==> src/rtl/pim_pkg.sv <==
// Shared types and tables for the bit-sliced PIM conv sequencer.
// Phases walk data-hi/lo x weight-hi/lo with matching accumulate shifts.
package pim_pkg;

    localparam int SLICE_W  = 3;
    localparam int NUM_ELEM = 25;
    localparam int WIN_W    = NUM_ELEM * 2 * SLICE_W;
    localparam int FEAT_W   = NUM_ELEM * SLICE_W;

    typedef enum logic [1:0] {PH_HH, PH_HL, PH_LH, PH_LL} phase_e;
    typedef enum logic [1:0] {ST_IDLE, ST_ISSUE, ST_WAIT, ST_OUT} state_e;

    localparam logic [2:0] PH_SHIFT [4] = '{3'd6, 3'd3, 3'd3, 3'd0};
    localparam logic       PH_WSEL  [4] = '{1'b0, 1'b1, 1'b0, 1'b1};
    localparam logic       PH_DHI   [4] = '{1'b1, 1'b1, 1'b0, 1'b0};

    function automatic logic [FEAT_W-1:0] data_slice(
        input logic [WIN_W-1:0] win,
        input logic             hi
    );
        logic [FEAT_W-1:0] s;
        s = '0;
        for (int e = 0; e < NUM_ELEM; e++) begin
            s[e*SLICE_W +: SLICE_W] = hi ? win[e*2*SLICE_W+SLICE_W +: SLICE_W]
                                         : win[e*2*SLICE_W +: SLICE_W];
        end
        return s;
    endfunction

endpackage

==> src/rtl/pim_shift_acc.sv <==
// Clear / shift-accumulate register for unsigned crossbar slice results.
module pim_shift_acc #(
    parameter int ADC_P = 6,
    parameter int ACC_W = ADC_P + 7
) (
    input  logic             clk,
    input  logic             rst_n,
    input  logic             clr_i,
    input  logic             acc_i,
    input  logic [2:0]       shift_i,
    input  logic [ADC_P-1:0] val_i,
    output logic [ACC_W-1:0] acc_o
);

    logic [ACC_W-1:0] acc_q, acc_d;

    always_comb begin
        acc_d = acc_q;
        if (clr_i) begin
            acc_d = '0;
        end else if (acc_i) begin
            acc_d = acc_q + (ACC_W'(val_i) << shift_i);
        end
    end

    always_ff @(posedge clk or negedge rst_n) begin
        if (!rst_n) begin
            acc_q <= '0;
        end else begin
            acc_q <= acc_d;
        end
    end

    assign acc_o = acc_q;

endmodule

==> src/rtl/pim_conv_seq.sv <==
// Sequencer for a shared 5x5 bit-sliced PIM crossbar: four slice ops per
// kernel, shift-accumulated, one result per kernel out.
module pim_conv_seq
    import pim_pkg::*;
#(
    parameter int NUM_KERNELS = 6,
    parameter int ADDR_W      = 5,
    parameter int ADC_P       = 6,
    parameter int PIM_LAT     = 1,
    parameter int OUT_W       = 18
) (
    input  logic              clk,
    input  logic              rst_n,
    input  logic              in_valid,
    output logic              in_ready,
    input  logic [WIN_W-1:0]  in_window,
    output logic              pim_en,
    output logic [ADDR_W-1:0] pim_addr,
    output logic [FEAT_W-1:0] pim_feature,
    input  logic [ADC_P-1:0]  pim_result,
    output logic              out_valid,
    input  logic              out_ready,
    output logic [OUT_W-1:0]  out_data,
    output logic [2:0]        out_kidx,
    output logic              out_last
);

    localparam int ACC_W = ADC_P + 7;
    localparam int LAT_W = $clog2(PIM_LAT + 1);
    localparam logic [2:0]       LAST_K   = 3'(NUM_KERNELS - 1);
    localparam logic [LAT_W-1:0] LAT_LAST = LAT_W'(PIM_LAT - 1);

    state_e           state_q, state_d;
    phase_e           phase_q, phase_d;
    logic [2:0]       kidx_q, kidx_d;
    logic [LAT_W-1:0] wcnt_q, wcnt_d;
    logic [WIN_W-1:0] win_q, win_d;
    logic             acc_clr, acc_en;
    logic [ACC_W-1:0] acc;

    always_comb begin
        state_d     = state_q;
        phase_d     = phase_q;
        kidx_d      = kidx_q;
        wcnt_d      = wcnt_q;
        win_d       = win_q;
        acc_clr     = 1'b0;
        acc_en      = 1'b0;
        in_ready    = 1'b0;
        pim_en      = 1'b0;
        pim_addr    = '0;
        pim_feature = '0;
        out_valid   = 1'b0;
        out_data    = '0;
        out_kidx    = '0;
        out_last    = 1'b0;
        unique case (state_q)
            ST_IDLE: begin
                in_ready = 1'b1;
                if (in_valid) begin
                    win_d   = in_window;
                    kidx_d  = '0;
                    phase_d = PH_HH;
                    acc_clr = 1'b1;
                    state_d = ST_ISSUE;
                end
            end
            ST_ISSUE: begin
                pim_en      = 1'b1;
                pim_addr    = ADDR_W'({kidx_q, PH_WSEL[phase_q]});
                pim_feature = data_slice(win_q, PH_DHI[phase_q]);
                wcnt_d      = LAT_LAST;
                state_d     = ST_WAIT;
            end
            ST_WAIT: begin
                if (wcnt_q == '0) begin
                    // pim_result is only trusted on the final wait cycle
                    acc_en = 1'b1;
                    if (phase_q == PH_LL) begin
                        state_d = ST_OUT;
                    end else begin
                        phase_d = phase_e'(phase_q + 2'd1);
                        state_d = ST_ISSUE;
                    end
                end else begin
                    wcnt_d = wcnt_q - LAT_W'(1);
                end
            end
            ST_OUT: begin
                out_valid = 1'b1;
                out_data  = OUT_W'(acc);
                out_kidx  = kidx_q;
                out_last  = (kidx_q == LAST_K);
                if (out_ready) begin
                    if (kidx_q == LAST_K) begin
                        state_d = ST_IDLE;
                    end else begin
                        kidx_d  = kidx_q + 3'd1;
                        phase_d = PH_HH;
                        acc_clr = 1'b1;
                        state_d = ST_ISSUE;
                    end
                end
            end
            default: state_d = ST_IDLE;
        endcase
    end

    always_ff @(posedge clk or negedge rst_n) begin
        if (!rst_n) begin
            state_q <= ST_IDLE;
            phase_q <= PH_HH;
            kidx_q  <= '0;
            wcnt_q  <= '0;
            win_q   <= '0;
        end else begin
            state_q <= state_d;
            phase_q <= phase_d;
            kidx_q  <= kidx_d;
            wcnt_q  <= wcnt_d;
            win_q   <= win_d;
        end
    end

    pim_shift_acc #(
        .ADC_P (ADC_P),
        .ACC_W (ACC_W)
    ) u_acc (
        .clk     (clk),
        .rst_n   (rst_n),
        .clr_i   (acc_clr),
        .acc_i   (acc_en),
        .shift_i (PH_SHIFT[phase_q]),
        .val_i   (pim_result),
        .acc_o   (acc)
    );

endmodule

==> config.mk <==
export PLATFORM = sky130hd
export DESIGN_NAME = pim_conv_seq
export DESIGN_NICKNAME = d
export VERILOG_FILES = /design/src/rtl/pim_pkg.sv /design/src/rtl/pim_shift_acc.sv /design/src/rtl/pim_conv_seq.sv
export SDC_FILE = /design/constraint.sdc
export NUM_CORES = 1
export LEC_CHECK = 0
export ABC_AREA = 1
export CORE_AREA = 5 5 132 146
export DETAILED_ROUTE_END_ITERATION = 10
export DIE_AREA = 0 0 137 151
export GPL_TIMING_DRIVEN = 1
export PLACE_DENSITY = 0.9
export RECOVER_POWER = 25
export SYNTH_ARGS = -nofsm -noshare
export SYNTH_HDL_FRONTEND = slang
export SYNTH_SLANG_ARGS = --single-unit
==> constraint.sdc <==
create_clock -name clk -period 4.4 [get_ports clk]
set_input_delay 0.44 -clock clk [delete_from_list [all_inputs] [get_ports clk]]
set_output_delay 0.44 -clock clk [all_outputs]
set_load 0.01 [all_outputs]
# Yosys cells after proc, flatten, opt, wreduce, memory -nomap -nowiden
# Index checks and enable logic that the tools add are counted.
[word_totals] input_bits=160 register_bits=171 wordCells=100 out_inout_bits=105
[classes] addsub=4 muxes=68 n_lt_le_gt_ge=1 n_eq_ne=10 shift=1 bitwise_logic=1 reduce_logical=9
[ops] cell="$mux W3" n=31
[ops] cell="$mux W75" n=1
[ops] cell="$mux W13" n=3
[ops] cell="$mux W2" n=9
[ops] cell="$mux W1" n=15
[ops] cell="$add A13 B13 Y13" n=1
[ops] cell="$shl A6 B3 Y13" n=1
[ops] cell="$ne A2 B2 Y1 const B" n=5
[ops] cell="$pmux W2 S4" n=1
[ops] cell="$bmux W3 S2" n=1
[ops] cell="$eq A2 B2 Y1 const B" n=3
[ops] cell="$pmux W2 S3" n=1
[ops] cell="$pmux W3 S2" n=1
[ops] cell="$reduce_and A6 Y1" n=1
[ops] cell="$reduce_bool A2 Y1" n=3
[ops] cell="$bmux W1 S2" n=2
[ops] cell="$mux W4" n=1
[ops] cell="$pmux W1 S2" n=2
[ops] cell="$reduce_and A4 Y1" n=1
[ops] cell="$add A3 B1 Y3 const B" n=1
[ops] cell="$eq A3 B3 Y1 const B" n=1
[ops] cell="$ge A3 B3 Y1 const B" n=1
[ops] cell="$not A2 Y3" n=1
[ops] cell="$reduce_and A3 Y1" n=1
[ops] cell="other kinds (6)" n=6

# Depth between registers and ports, before layout
[logic_depth] ltp_word=8 mapped_depth=21 mapped_depth_nobuf=18

# Cells and area by module
# Synthesis repeated with hierarchy kept, for this count alone.
[hier_totals] cells_unflattened=939 hier_area_um2=8866.0
[by_module_without_submodules] module="pim_conv_seq" instances=1 seq_area_each_um2=3928.8 cells_each=690 area_each_um2=7387.1
[by_module_without_submodules] module="pim_shift_acc" instances=1 seq_area_each_um2=325.3 cells_each=249 area_each_um2=1478.9

# Worst setup path before layout
# No wires, ideal clock.
[synth_path] path_kind="register to register" start="reg phase_q[1]" end="reg u_acc.acc_q[12] (netlist: u_acc.acc_o[12])" arrival_time_ps=2644 setup_time_ps=117 required_time_ps=4283 n_path_buf=3 synth_period_minus_slack_ps=2761 path_stages_with_launch=20 path_slack_ps=1639 path_cell_list="dfrtp_1 > buf_2 > inv_2 > buf_2 > ha_1 > buf_4 > inv_1 > nand3_1 > nor2_1 > ha_1 > inv_1 > fa_1 > inv_1 > nand3_1 > nand3_1 > nand2_1 > nand3_1 > nand2_1 > nand3_1 > nand2_1"
[synth_between] elab_chain_len=8
[synth_lines] item="start: declaration" line_no="pim_conv_seq.sv:34" source="phase_e phase_q, phase_d;"
[synth_lines] item="start signal: assignment" line_no="pim_conv_seq.sv:118" source="phase_q <= phase_d;"
[synth_lines] item="$not A2 Y3 (not written as such)" line_no="pim_conv_seq.sv:133" source=".shift_i (PH_SHIFT[phase_q]),"
[synth_lines] item="$bmux W3 S2" line_no="pim_conv_seq.sv:133"
[synth_lines] item="$mux W3 (not written as such) (2 in a row)" line_no="pim_conv_seq.sv:133"
[synth_lines] item="$shl A6 B3 Y13" line_no="pim_shift_acc.sv:22" source="acc_d = acc_q + (ACC_W'(val_i) << shift_i);"
[synth_lines] item="$add A13 B13 Y13" line_no="pim_shift_acc.sv:22"
[synth_lines] item="$mux W13" line_no="pim_shift_acc.sv:21" source="end else if (acc_i) begin"
[synth_lines] item="$mux W13" line_no="pim_shift_acc.sv:19" source="if (clr_i) begin"
[synth_lines] item="end signal: assignment" line_no="pim_shift_acc.sv:28" source="acc_q <= '0;"
[synth_lines] item="end signal: assignment" line_no="pim_shift_acc.sv:30" source="acc_q <= acc_d;"
[synth_lines] item="end: declaration" line_no="pim_shift_acc.sv:15" source="logic [ACC_W-1:0] acc_q, acc_d;"
# No other way between the ends. The select of a mux whose other input is x is not followed.
# A chain may end at the register's enable or synchronous reset.

# Worst setup path in the final report
[layout_path] start="reg state_q[1]" end="out pim_feature[50]"
[layout_between] elab_chain_len=2
[layout_lines] item="start: declaration" line_no="pim_conv_seq.sv:33" source="state_e state_q, state_d;"
[layout_lines] item="start signal: assignment" line_no="pim_conv_seq.sv:117" source="state_q <= state_d;"
[layout_lines] item="$eq A2 B1 Y1" line_no="pim_conv_seq.sv:57" source="unique case (state_q)"
[layout_lines] item="$mux W75" line_no="pim_conv_seq.sv:57"
[layout_lines] item="end: declaration" line_no="pim_conv_seq.sv:19" source="output logic [FEAT_W-1:0] pim_feature,"
# No other way between the ends.

==> results.toml <==
[clock_network]
cts_root_buf = "clkbuf_16"
cts_tree = "built"
cts_inserted_buffers = 17
cts.reportedPaths.clkPinSlew_ns = 0.08
htree_levels = 4
post-cts-setup-buffer-count = 0
clkLatencyLatePin_ns = 0.42
cts_sinks = 170
clk_path_buf_depth = 2
ctsHoldBuffers = 0
postCtsResizedCells = 0

[cells_and_area]
fin_nets = 1339
nFillCells = 1261
final_area_um2 = 12000
drive_gt1_frac = 0.0848
areaGrowthSynthToFinish_pct = 36.6
diodes = 0

[global_routing]
grt_pass1_wl_um = 38000
antenna_found_initial = 0
grt.total_usage = 0.233
grt-ovfl-total = 0
grt_pass1_vias = 7669
grt_max_degree = 129

[drt]
routedWlPerCell_um = 16.9
dr.pass1.iters = 5
ant_nets = 0
routed_via_density = 5.18
wl_um = 23800
drtIter0Drc = 416
drcViolationCount = 0
num_vias = 7287

[sta]
fin_skew_ns = 0.0101
tns_ns = 0
fin_crit_sh = 0.750
fmax_ghz = 0.303
slew_viol_final = 94
hold_viol = 0
min_period_ns = 3.30
finalSetupViolCount = 0
grt_setup_unrepaired = "false"
timing.hold.ws_ns = 0.488
relSlewSlack = -0.592
tightestPinTransition_ns = 2.39

[logic_synthesis]
syn_avg_cell_area_um2 = 9.59
synth_common_cells = "171 x nor2_1, 170 x dfrtp_1, 131 x nand2_1"
ys_seq_elements = 170
synth_top_cell_area_share = 0.483
seq_area_frac_synth = 0.483
syn_area_um2 = 8800
synth_flop_cell = "dfrtp_1"
synth_top_area_cell = "dfrtp_1"
synth_area_leaders = "dfrtp_1 48%, mux2_1 13%, nor2_1 7.3%, mux2_2 6.4%, nand2_1 5.6%"
synth-async-reset-ratio = 1.00
synthCells = 918
synth_most_common_cell = "nor2_1"
synth_edf_count = 0
synth_cell_types = 30
yosys_warnings = 0

[placed_design]
hpwl_um = 17200
io_buffers = 258
finalWeightedCongestion = 0.885
placed_area_um2 = 11500

[run_status]
status = "finished, violations left"
violations = "max-capacitance violations, max-slew violations"

[setup_path]
crit_required_ns = 3.96
start_kind = "flop"
arrival_ns = 2.86
end_kind = "primary output"
critPathMaxFanout = 45
worstSetupPathType = "flop to primary output"

[die]
start_util = 0.502
std_cell_rows = 51
ios = 265
coreArea_um2 = 17500
die_area_um2 = 20700
fp.dieW_um = 137
die_h_um = 151

[run]
maxCapViolations = 1

[power]
ir_worst_vdd_uv = 526
cellPowerDensity_nw_per_um2 = 640
p_leak_nw = 5.53

[worst_hold_path]
hold_path.class = "flop to flop"
## routing by layer
layer	up-vias	part of all wire	routed length, µm	global-route usage
li1	3454	-	-	-
met1	3530	0.38	8980	0.266
met2	245	0.51	12100	0.402
met3	58	0.079	1890	0.0781
met4	0	0.035	832	0.0928
met5	-	0	0	0
## kinds of logic (layout without fill, tap and decap cells)
family,count (synthesis),count (layout),synth area share
fa+ha+maj,24,24,0.0350
buf+inv,123,368,0.0686
compound gates,110,110,0.0641
mux,153,153,0.195
xor+xnor,4,4,0.00398
simple gates,333,333,0.149
flops,170,170,0.483
other cells,1,6,0.000426
## through the flow
step	utilization	setup slack [ns]	std cells	power, W
detailed placement	0.653	1.46	1374	0.00627
floorplan	-	1.64	923	0.00482
CTS	0.686	1.09	1406	0.00775
finish	0.685	1.10	1406	0.00770
global route	0.685	0.945	1406	0.00824
global placement	0.653	1.55	1374	0.00609
## critical path, cell delays in order (launching register included)
cell and delay, ns:
dfrtp_1 0.41, inv_1 0.13, ha_2 0.71, buf_12 0.29
o21ai_0 0.11, nor2_1 0.17, clkdlybuf4s50_1 0.59
## placed cells by master (no fill, tap or decap), types with 6 or more instances in the layout
cell type        instances
dfrtp_1                169
nor2_1                 171
mux2_2                  50
nand2_1                131
clkdlybuf4s50_1        257
o21ai_0                 90
ha_1                    22
a21oi_1                  9
nand3_1                 23
mux2_1                 100
inv_1                   67
clkbuf_16               17
conb_1                   6
## flip-flops by register name, summed over array words and instances (netlist names)
name,flops
kidx_q,3
u_acc.acc_o,13
win_q,150
phase_q,2
state_q,2
## power by group
group | internal, W | switching (W) | leakage [nW]
sequential | 0.00233 | 0.000421 | 2.03
clock | 0.000757 | 0.000693 | 0.280
combinational | 0.00174 | 0.00176 | 3.22
total | 0.00483 | 0.00287 | 5.53
## final timing paths
| path | startpoint | end | slack (ns) | cells past startpoint |
|---|---|---|---|---|
| max in group asynchronous | rst_n | phase_q[1] | 2.13 | 1 |
| setup reg to reg | phase_q[1] | u_acc.acc_o[6] | 1.41 | 15 |
| setup / recovery | state_q[1] | pim_feature[50] | 1.10 | 6 |
| min in group asynchronous | rst_n | u_acc.acc_o[0] | 0.73 | 1 |
| hold / removal | win_q[125] | win_q[125] | 0.49 | 1 |
| hold reg to reg | win_q[125] | win_q[125] | 0.49 | 1 |
## layout make-up
class | instances | area (µm²) | share of cell area
Clock buffer | 18 | 429 | 0.0357
Clock inverter | 14 | 148 | 0.0123
Inverter | 72 | 270 | 0.0225
Multi-Input combinational cell | 630 | 3980 | 0.331
Sequential cell | 170 | 4260 | 0.354
Tap cell | 238 | 298 | 0.0248
Timing Repair Buffer | 264 | 2650 | 0.220
No activity file was read; power rests on OpenSTA's default activity.
